### config.mk
export PLATFORM = sky130hd
export DESIGN_NAME = drum_timing_gen_flat
export DESIGN_NICKNAME = d
export VERILOG_FILES = /design/src/rtl/drum_timing_gen_if.sv /design/src/rtl/drum_timing_gen.sv /design/src/flat_wrapper.sv
export SDC_FILE = /design/constraint.sdc
export NUM_CORES = 1
export LEC_CHECK = 0
export ABC_AREA = 1
export CORE_MARGIN = 4
export CORE_UTILIZATION = 55
export DETAILED_ROUTE_END_ITERATION = 12
export GPL_ROUTABILITY_DRIVEN = 0
export PLACE_DENSITY = 0.88
export SETUP_SLACK_MARGIN = 0.1
export SKIP_LAST_GASP = 1
export SLEW_MARGIN = 30
export SYNTH_ARGS = -nofsm -noshare
export SYNTH_HDL_FRONTEND = slang
export SYNTH_SLANG_ARGS = --single-unit
export TNS_END_PERCENT = 20
### constraint.sdc
create_clock -name clk -period 2.8 [get_ports clk]
set_input_delay 0.42 -clock clk [delete_from_list [all_inputs] [get_ports clk]]
set_output_delay 0.42 -clock clk [all_outputs]
set_load 0.05 [all_outputs]
### src/rtl/drum_timing_gen_if.sv
// Handshake/bus bundle between the timer-side driver and the drum timing generator.
// The master drives tick/enable/sync_req; the slave (the generator) drives drum position and status.
interface drum_timing_gen_if;
  localparam int unsigned BIT_W  = 5;
  localparam int unsigned WORD_W = 7;

  logic              tick;
  logic              enable;
  logic              sync_req;
  logic [BIT_W-1:0]  bit_cnt;
  logic [WORD_W-1:0] word_cnt;
  logic              t0;
  logic              t28;
  logic              odd_word;
  logic              word_end;
  logic              rev_end;
  logic              running;
  logic              tick_fault;

  modport master (
    output tick, enable, sync_req,
    input  bit_cnt, word_cnt, t0, t28, odd_word, word_end, rev_end, running, tick_fault
  );

  modport slave (
    input  tick, enable, sync_req,
    output bit_cnt, word_cnt, t0, t28, odd_word, word_end, rev_end, running, tick_fault
  );
endinterface

### src/rtl/drum_timing_gen.sv
// G-15 drum timing: turns timer ticks into bit-time / word-time position,
// with word/revolution pulses and a missing-tick watchdog.
module drum_timing_gen #(
  parameter int unsigned BITS_PER_WORD = 29,
  parameter int unsigned WORDS_PER_REV = 108,
  parameter int unsigned TIMEOUT       = 64
) (
  input  logic             clk,
  input  logic             rst,
  drum_timing_gen_if.slave bus
);

  localparam int unsigned BIT_W  = 5;
  localparam int unsigned WORD_W = 7;
  localparam int unsigned WD_W   = $clog2(TIMEOUT + 1);

  typedef enum logic [1:0] {
    S_IDLE  = 2'd0,
    S_RUN   = 2'd1,
    S_FAULT = 2'd2
  } state_e;

  state_e            state_q, state_d;
  logic [BIT_W-1:0]  bit_q, bit_d;
  logic [WORD_W-1:0] word_q, word_d;
  logic [WD_W-1:0]   wdog_q, wdog_d;
  logic              word_end_q, word_end_d;
  logic              rev_end_q, rev_end_d;
  logic              last_bit;
  logic              last_word;
  logic              wdog_expire;

  // State and position registers
  always_ff @(posedge clk or negedge rst) begin
    if (!rst) begin
      state_q    <= S_IDLE;
      bit_q      <= '0;
      word_q     <= '0;
      wdog_q     <= '0;
      word_end_q <= 1'b0;
      rev_end_q  <= 1'b0;
    end else begin
      state_q    <= state_d;
      bit_q      <= bit_d;
      word_q     <= word_d;
      wdog_q     <= wdog_d;
      word_end_q <= word_end_d;
      rev_end_q  <= rev_end_d;
    end
  end

  // Next-state: sync_req overrides everything, then enable, then tick
  always_comb begin
    state_d     = state_q;
    bit_d       = bit_q;
    word_d      = word_q;
    wdog_d      = wdog_q;
    word_end_d  = 1'b0;
    rev_end_d   = 1'b0;
    last_bit    = (bit_q == BIT_W'(BITS_PER_WORD - 1));
    last_word   = (word_q == WORD_W'(WORDS_PER_REV - 1));
    wdog_expire = (wdog_q >= WD_W'(TIMEOUT - 1));

    if (bus.sync_req) begin
      bit_d   = '0;
      word_d  = '0;
      wdog_d  = '0;
      state_d = bus.enable ? S_RUN : S_IDLE;
    end else begin
      unique case (state_q)
        S_IDLE: begin
          wdog_d = '0;
          if (bus.enable) begin
            state_d = S_RUN;
          end
        end

        S_RUN: begin
          if (!bus.enable) begin
            state_d = S_IDLE;
            wdog_d  = '0;
          end else if (bus.tick) begin
            wdog_d = '0;
            if (last_bit) begin
              bit_d      = '0;
              word_end_d = 1'b1;
              if (last_word) begin
                word_d    = '0;
                rev_end_d = 1'b1;
              end else begin
                word_d = word_q + WORD_W'(1);
              end
            end else begin
              bit_d = bit_q + BIT_W'(1);
            end
          end else if (wdog_expire) begin
            // Watchdog saturates at TIMEOUT and parks the generator in FAULT
            wdog_d  = WD_W'(TIMEOUT);
            state_d = S_FAULT;
          end else begin
            wdog_d = wdog_q + WD_W'(1);
          end
        end

        S_FAULT: begin
          wdog_d = WD_W'(TIMEOUT);
        end

        default: begin
          state_d = S_IDLE;
          wdog_d  = '0;
        end
      endcase
    end
  end

  // t0/t28 decode straight from the position register so they hold in every state
  assign bus.bit_cnt    = bit_q;
  assign bus.word_cnt   = word_q;
  assign bus.t0         = (bit_q == '0);
  assign bus.t28        = last_bit;
  assign bus.odd_word   = word_q[0];
  assign bus.word_end   = word_end_q;
  assign bus.rev_end    = rev_end_q;
  assign bus.running    = (state_q == S_RUN);
  assign bus.tick_fault = (state_q == S_FAULT);

endmodule
### src/flat_wrapper.sv
// flat-port wrapper written by rule: the top's interface ports become plain ports
module drum_timing_gen_flat 
#(
  parameter int unsigned BITS_PER_WORD = 29,
  parameter int unsigned WORDS_PER_REV = 108,
  parameter int unsigned TIMEOUT       = 64
)
  (clk, rst, bus_tick, bus_enable, bus_sync_req, bus_bit_cnt, bus_word_cnt, bus_t0, bus_t28, bus_odd_word, bus_word_end, bus_rev_end, bus_running, bus_tick_fault);
  drum_timing_gen_if bus_i ();
  input  logic clk;
  input  logic rst;
  input wire logic [$bits(bus_i.tick)-1:0] bus_tick;
  input wire logic [$bits(bus_i.enable)-1:0] bus_enable;
  input wire logic [$bits(bus_i.sync_req)-1:0] bus_sync_req;
  output wire logic [$bits(bus_i.bit_cnt)-1:0] bus_bit_cnt;
  output wire logic [$bits(bus_i.word_cnt)-1:0] bus_word_cnt;
  output wire logic [$bits(bus_i.t0)-1:0] bus_t0;
  output wire logic [$bits(bus_i.t28)-1:0] bus_t28;
  output wire logic [$bits(bus_i.odd_word)-1:0] bus_odd_word;
  output wire logic [$bits(bus_i.word_end)-1:0] bus_word_end;
  output wire logic [$bits(bus_i.rev_end)-1:0] bus_rev_end;
  output wire logic [$bits(bus_i.running)-1:0] bus_running;
  output wire logic [$bits(bus_i.tick_fault)-1:0] bus_tick_fault;
  assign bus_i.tick = bus_tick;
  assign bus_i.enable = bus_enable;
  assign bus_i.sync_req = bus_sync_req;
  assign bus_bit_cnt = bus_i.bit_cnt;
  assign bus_word_cnt = bus_i.word_cnt;
  assign bus_t0 = bus_i.t0;
  assign bus_t28 = bus_i.t28;
  assign bus_odd_word = bus_i.odd_word;
  assign bus_word_end = bus_i.word_end;
  assign bus_rev_end = bus_i.rev_end;
  assign bus_running = bus_i.running;
  assign bus_tick_fault = bus_i.tick_fault;
  drum_timing_gen #(.BITS_PER_WORD(BITS_PER_WORD), .WORDS_PER_REV(WORDS_PER_REV), .TIMEOUT(TIMEOUT)) u_core (.clk(clk), .rst(rst), .bus(bus_i));
endmodule
==> flow_summary.ini, run 1 <==
[status]
run_status = finished clean

[power_and_ir_drop]
p_clk_share_pct = 23.6
powerDensity_nw_per_um2 = 398
combPwrFrac_pct = 22.1
p_switching_mw = 0.202
seq_power_share_pct = 54.3
p_leak_nw = 0.768
internal_power_mw = 0.441
ir_drop_uv = 351
swShare_pct = 31.5

[timing]
tightest_slew_ps = 525
period_minus_slack_ps = 2480
post-route-period-util_pct = 88.6
rsz0062_at_grt = no
final-setup-viol-count = 0
finalSetupTns_ps = 0
final_max_slew_viol_count = 0
final-hold-violation-count = 0
fin_skew_ps = 8.13
fmax_ghz = 0.403
relSlewSlack_pct = 64.9

[route]
antenna_left = 0
routedWlPerCell_um = 12.1
num_vias = 1189
drc = 0
vias_per_cell = 5.19
totalWireLength_um = 2770
drtIter0Drc = 35
first_pass_iters = 4

[finish]
final_common_cell = nand2_1
regArea_um2 = 576
utilization_pct = 71.7
syn_to_final_growth_pct = 21.0
final_cell_mix = nand2_1, inv_1, clkdlybuf4s50_1, dfrtp_1, nor2_1
antenna_cells = 0
nFillCells = 190
drive_above_1_share_pct = 7.96
fin_nets = 214
multi_input_area_um2 = 633

[setup_path]
cpPeakStageDelay_ps = 810
critPathKind = reg2out
cp.arrival_ps = 2060
start_kind = flip-flop
r2r-end = u_core.bus.word_cnt[4]
crit_chain = inv_1 -> ha_1 -> nand2_1 -> nor2_4 -> clkdlybuf4s50_1
cp.required_ps = 2380
crit_fanout = 6
ff2ff_setup_slack_ps = 1230
r2r-start = u_core.bus.bit_cnt[0]
cp_top_family = buffers and inverters
critPathBufInv = 2
end_kind = primary output
reg2regPathDepth = 9
cpMaxStageDelayCell = clkdlybuf4s50_1

[clocking]
cts_hold_buf = 0
cts_buffers = 3
cts.path.max_buffers = 2
cts.sinks = 23
cts_resized = 0
post-cts-setup-buffers = 0
cts_root_buf = clkbuf_4
clkLatencyLatePin_ps = 310
path_clk_slew_ps = 120
htreeDepth = 1
cts_tree = yes

[global_route]
grt_max_degree = 24
grt_util_met3_pct = 3.17
met2_usage_pct = 32.5
track_usage_pct = 19.2
grt_use_met1_pct = 24.0
overflow = 0
grt_pass1_wl_um = 4930
antenna_found_initial = 0
busiest_layer = met2
grt_pass1_vias = 1120

[synth]
synthCells = 175
syn_area_per_cell_um2 = 7.64
synth_area_um2 = 1340
ys_seq_elements = 23
syn_nets = 187
yosysUniqueCellTypes = 22
synth_warnings = 0
ys_seq_area_share_pct = 43.1

[place]
io_buffers = 23
dpl.hpwl_um = 2190

[floorplan]
die_w_um = 57.3
fp.dieH_um = 57.3
ios = 24
start_util_pct = 59.3
core-area_um2 = 2250
rows = 17
die_area_um2 = 3280

[job]
drv_cap = 0

[worst_hold_path]
hold_class = in2async
cell type report:
type                       count  share of cell area [%]
sequential                    23                    35.6
tap                           28                    2.17
clock buffer                   4                    1.63
inverter                      29                    6.73
multi-input combinational    121                    39.2
timing repair buffer          24                    14.7
sequential cells by signal (all words and copies together), names as in the netlist:
register,count
u_core.bus.word_cnt,7
u_core.wdog_q,7
u_core.bus.bit_cnt,5
u_core.state_q,2
u_core.bus.rev_end,1
u_core.bus.word_end,1
kinds of logic (layout without fill, tap and decap cells):
group	Yosys count	count (layout)	synth area share, %
and+or+nand+nor	92	92	31.1
buffers and inverters	31	57	9.55
DFF	23	23	43.1
AOI/OAI and AO/OA	18	18	7.12
adders and majority gates	7	7	6.55
xor gates and xnor gates	4	4	2.62
Yosys cell counts:
library cell | n | area (um^2)
inv_1 | 28 | 105
inv_2 | 1 | 3.75
dfrtp_1 | 23 | 576
nand4_1 | 1 | 6.26
nand2_1 | 39 | 146
nor3_2 | 2 | 20.0
nor2_1 | 21 | 78.8
nor2_4 | 1 | 11.3
nor2_2 | 1 | 6.26
a21oi_2 | 1 | 8.76
buf_6 | 1 | 11.3
a21oi_1 | 2 | 10.0
xor2_1 | 4 | 35.0
nand3_2 | 1 | 10.0
ha_1 | 7 | 87.6
nand2_2 | 5 | 31.3
o21ai_1 | 2 | 10.0
o21ai_0 | 12 | 60.1
buf_4 | 1 | 7.51
nand3_1 | 19 | 95.1
o22ai_1 | 1 | 6.26
nor3_1 | 2 | 10.0
layer usage:
layer | vias to the layer above | wire length (um)
li1 | 601 | -
met4 | 0 | 64
met3 | 7 | 131
met2 | 30 | 1370
met5 | - | 0
met1 | 551 | 1200
worst max-delay path by stage:
| stage | slack, ps | depth (start not counted) | to | startpoint |
|---|---|---|---|---|
| after floorplan | 800 | 4 | bus_t0 | u_core.bus.bit_cnt[0] |
| after global placement | 730 | 5 | bus_t28 | u_core.bus.bit_cnt[0] |
| after detailed placement | 650 | 5 | bus_t28 | u_core.bus.bit_cnt[1] |
| after CTS | 290 | 5 | bus_t28 | u_core.bus.bit_cnt[0] |
| after global routing | 210 | 5 | bus_t28 | u_core.bus.bit_cnt[0] |
| final | 320 | 5 | bus_t28 | u_core.bus.bit_cnt[0] |
power groups by stage:
stage | Clock [mW] | Combinational (mW) | Sequential (mW)
floorplan | 0 | 0.0855 | 0.366
global placement | 0 | 0.139 | 0.355
detailed placement | 0 | 0.143 | 0.356
CTS | 0.158 | 0.144 | 0.349
global route | 0.173 | 0.157 | 0.352
finish | 0.152 | 0.142 | 0.349
through the flow:
step	std cells	setup slack, ps	hold slack [ps]	total power [mW]	area [um^2]
6_report	229	318	441	0.643	1620
5_1_grt	229	210	451	0.682	1620
4_1_cts	229	287	449	0.651	1620
3_5_place_dp	225	651	462	0.499	1590
3_3_place_gp	225	734	455	0.493	1590
2_1_floorplan	175	797	124	0.452	1340
(Power assumes the default switching activity.)
==> run 2: changes to the inputs <==
--- a/config.mk
+++ b/config.mk
@@ -10,6 +10,7 @@
 export CORE_UTILIZATION = 55
 export DETAILED_ROUTE_END_ITERATION = 12
 export GPL_ROUTABILITY_DRIVEN = 0
+export GPL_TIMING_DRIVEN = 0
 export PLACE_DENSITY = 0.88
 export SETUP_SLACK_MARGIN = 0.1
 export SKIP_LAST_GASP = 1
==> run 2 against run 1 <==
Compared with the run above:
- setup slack better by 3.5 ps
- cell count rose by 0.44%
- utilization up 0.28 points
- largest power group unchanged
- first-iteration DRC count up 40%
- cell area is 0.39% higher
- highest routed layer unchanged
- sequential share of layout area shrank 0.14 points
- hold slack worse by 390 ps
- clock-buffer cell count stayed put
==> flow_summary.ini, run 2 (synthesized netlist as in run 1, its figures left out) <==
[global_route]
track_usage_pct = 19.7
antenna_found_initial = 0
met2_usage_pct = 32.6
grt_pass1_wl_um = 5130
busiest_layer = met2
grt_use_met1_pct = 26.2
grt_pass1_vias = 1174
grt_util_met3_pct = 3.17
grt_max_degree = 24
overflow = 0

[power_and_ir_drop]
powerDensity_nw_per_um2 = 398
p_switching_mw = 0.203
finalPower_mw = 0.646
p_leak_nw = 0.774
seq_power_share_pct = 54.2
internal_power_mw = 0.443
swShare_pct = 31.4
ir_drop_uv = 320
combPwrFrac_pct = 22.1
p_clk_share_pct = 23.8

[timing]
finalSetupTns_ps = 0
final-hold-violation-count = 0
relSlewSlack_pct = 65.4
rsz0062_at_grt = no
post-route-period-util_pct = 88.5
period_minus_slack_ps = 2480
worst_slack_ps = 321
fin_skew_ps = 2.56
tightest_slew_ps = 517
fmax_ghz = 0.403
final_max_slew_viol_count = 0
final-setup-viol-count = 0

[setup_path]
end_kind = primary output
crit_fanout = 6
cp.required_ps = 2380
critPathKind = reg2out
crit_chain = inv_1 -> ha_1 -> nand2_1 -> nor2_4 -> clkdlybuf4s50_1
start_kind = flip-flop
cpMaxStageDelayCell = clkdlybuf4s50_1
cp.arrival_ps = 2060
critPathBufInv = 2
cpPeakStageDelay_ps = 810
cp_top_family = buffers and inverters

[clocking]
htreeDepth = 1
clkLatencyLatePin_ps = 310
cts_hold_buf = 0
cts_root_buf = clkbuf_4
cts_tree = yes
cts.path.max_buffers = 2
cts_buffers = 3
cts.sinks = 23
path_clk_slew_ps = 120
cts_resized = 0
post-cts-setup-buffers = 0

[place]
io_buffers = 23
dp_cells = 226
dpl.hpwl_um = 2190
pre_cts_ws_ps = 679

[status]
run_status = finished clean

[route]
routedWlPerCell_um = 12.1
vias_per_cell = 5.13
drc = 0
drtIter0Drc = 49
totalWireLength_um = 2790
first_pass_iters = 4
num_vias = 1181
antenna_left = 0

[floorplan]
rows = 17
die_w_um = 57.3
core-area_um2 = 2250
die_area_um2 = 3280
ios = 24
fp.dieH_um = 57.3
start_util_pct = 59.3

[worst_hold_path]
hold_class = in2async

[job]
drv_cap = 0

[finish]
drive_above_1_share_pct = 8.91
final_common_cell = nand2_1
antenna_cells = 0
fin_nets = 215
nFillCells = 193
final_cells = 230
syn_to_final_growth_pct = 21.4
final_cell_mix = nand2_1, inv_1, dfrtp_1, clkdlybuf4s50_1, nor2_1
utilization_pct = 72.0
## run 2: changes by cell type in the layout (fill, tap and decap cells not counted), sizes merged
| cell | delta |
|---|---|
| clkdlybuf4s50 | -1 |
| buf | +2 |
## run 2: worst reg2reg max path, stage by stage (launching register included)
cell,delay [ps]
dfrtp_1,420
inv_1,80
ha_1,190
nand2_2,90
nor3_1,290
o21ai_0,180
o21ai_1,160
## run 2: final cells by class
class	instances	area, um^2	share of cell area [%]
plain buffers	2	18.8	1.16
well taps	28	35.0	2.16
repair buffers	23	225	13.9
clock buffers	4	26.3	1.62
flip-flops and latches	23	576	35.5
inverters	29	109	6.71
multi-input cells	121	633	39.0
## run 2: through the flow
step | area (um^2) | hold slack (ps)
detailed placement | 1600 | 417
CTS | 1620 | 61.6
global route | 1620 | 80.5
finish | 1620 | 52.5
floorplan | 1340 | 124
global placement | 1600 | 454
## run 2: per-layer routing
layer | wire length (um) | share of wire, %
met5 | 0 | 0
met4 | 47 | 1.7
met3 | 143 | 5.1
met2 | 1370 | 49
met1 | 1230 | 44
## run 2: final timing paths
path / startpoint / to / slack [ps] / cells after the start
max reg2reg: u_core.state_q[1] / u_core.bus.bit_cnt[0] / 1310 / 6
min: rst / u_core.wdog_q[1] / 50 / 1
min in group clk: u_core.wdog_q[0] / u_core.wdog_q[0] / 490 / 1
max: u_core.bus.bit_cnt[0] / bus_t28 / 320 / 5
max in group asynchronous: rst / u_core.bus.word_cnt[6] / 2410 / 1
min reg2reg: u_core.wdog_q[0] / u_core.wdog_q[0] / 490 / 1
## run 2: power groups by stage
stage | registers (mW) | logic (mW) | clock network [mW]
finish | 0.350 | 0.142 | 0.153
CTS | 0.350 | 0.144 | 0.159
global route | 0.352 | 0.158 | 0.174
floorplan | 0.366 | 0.0855 | 0
global placement | 0.355 | 0.141 | 0
detailed placement | 0.356 | 0.143 | 0
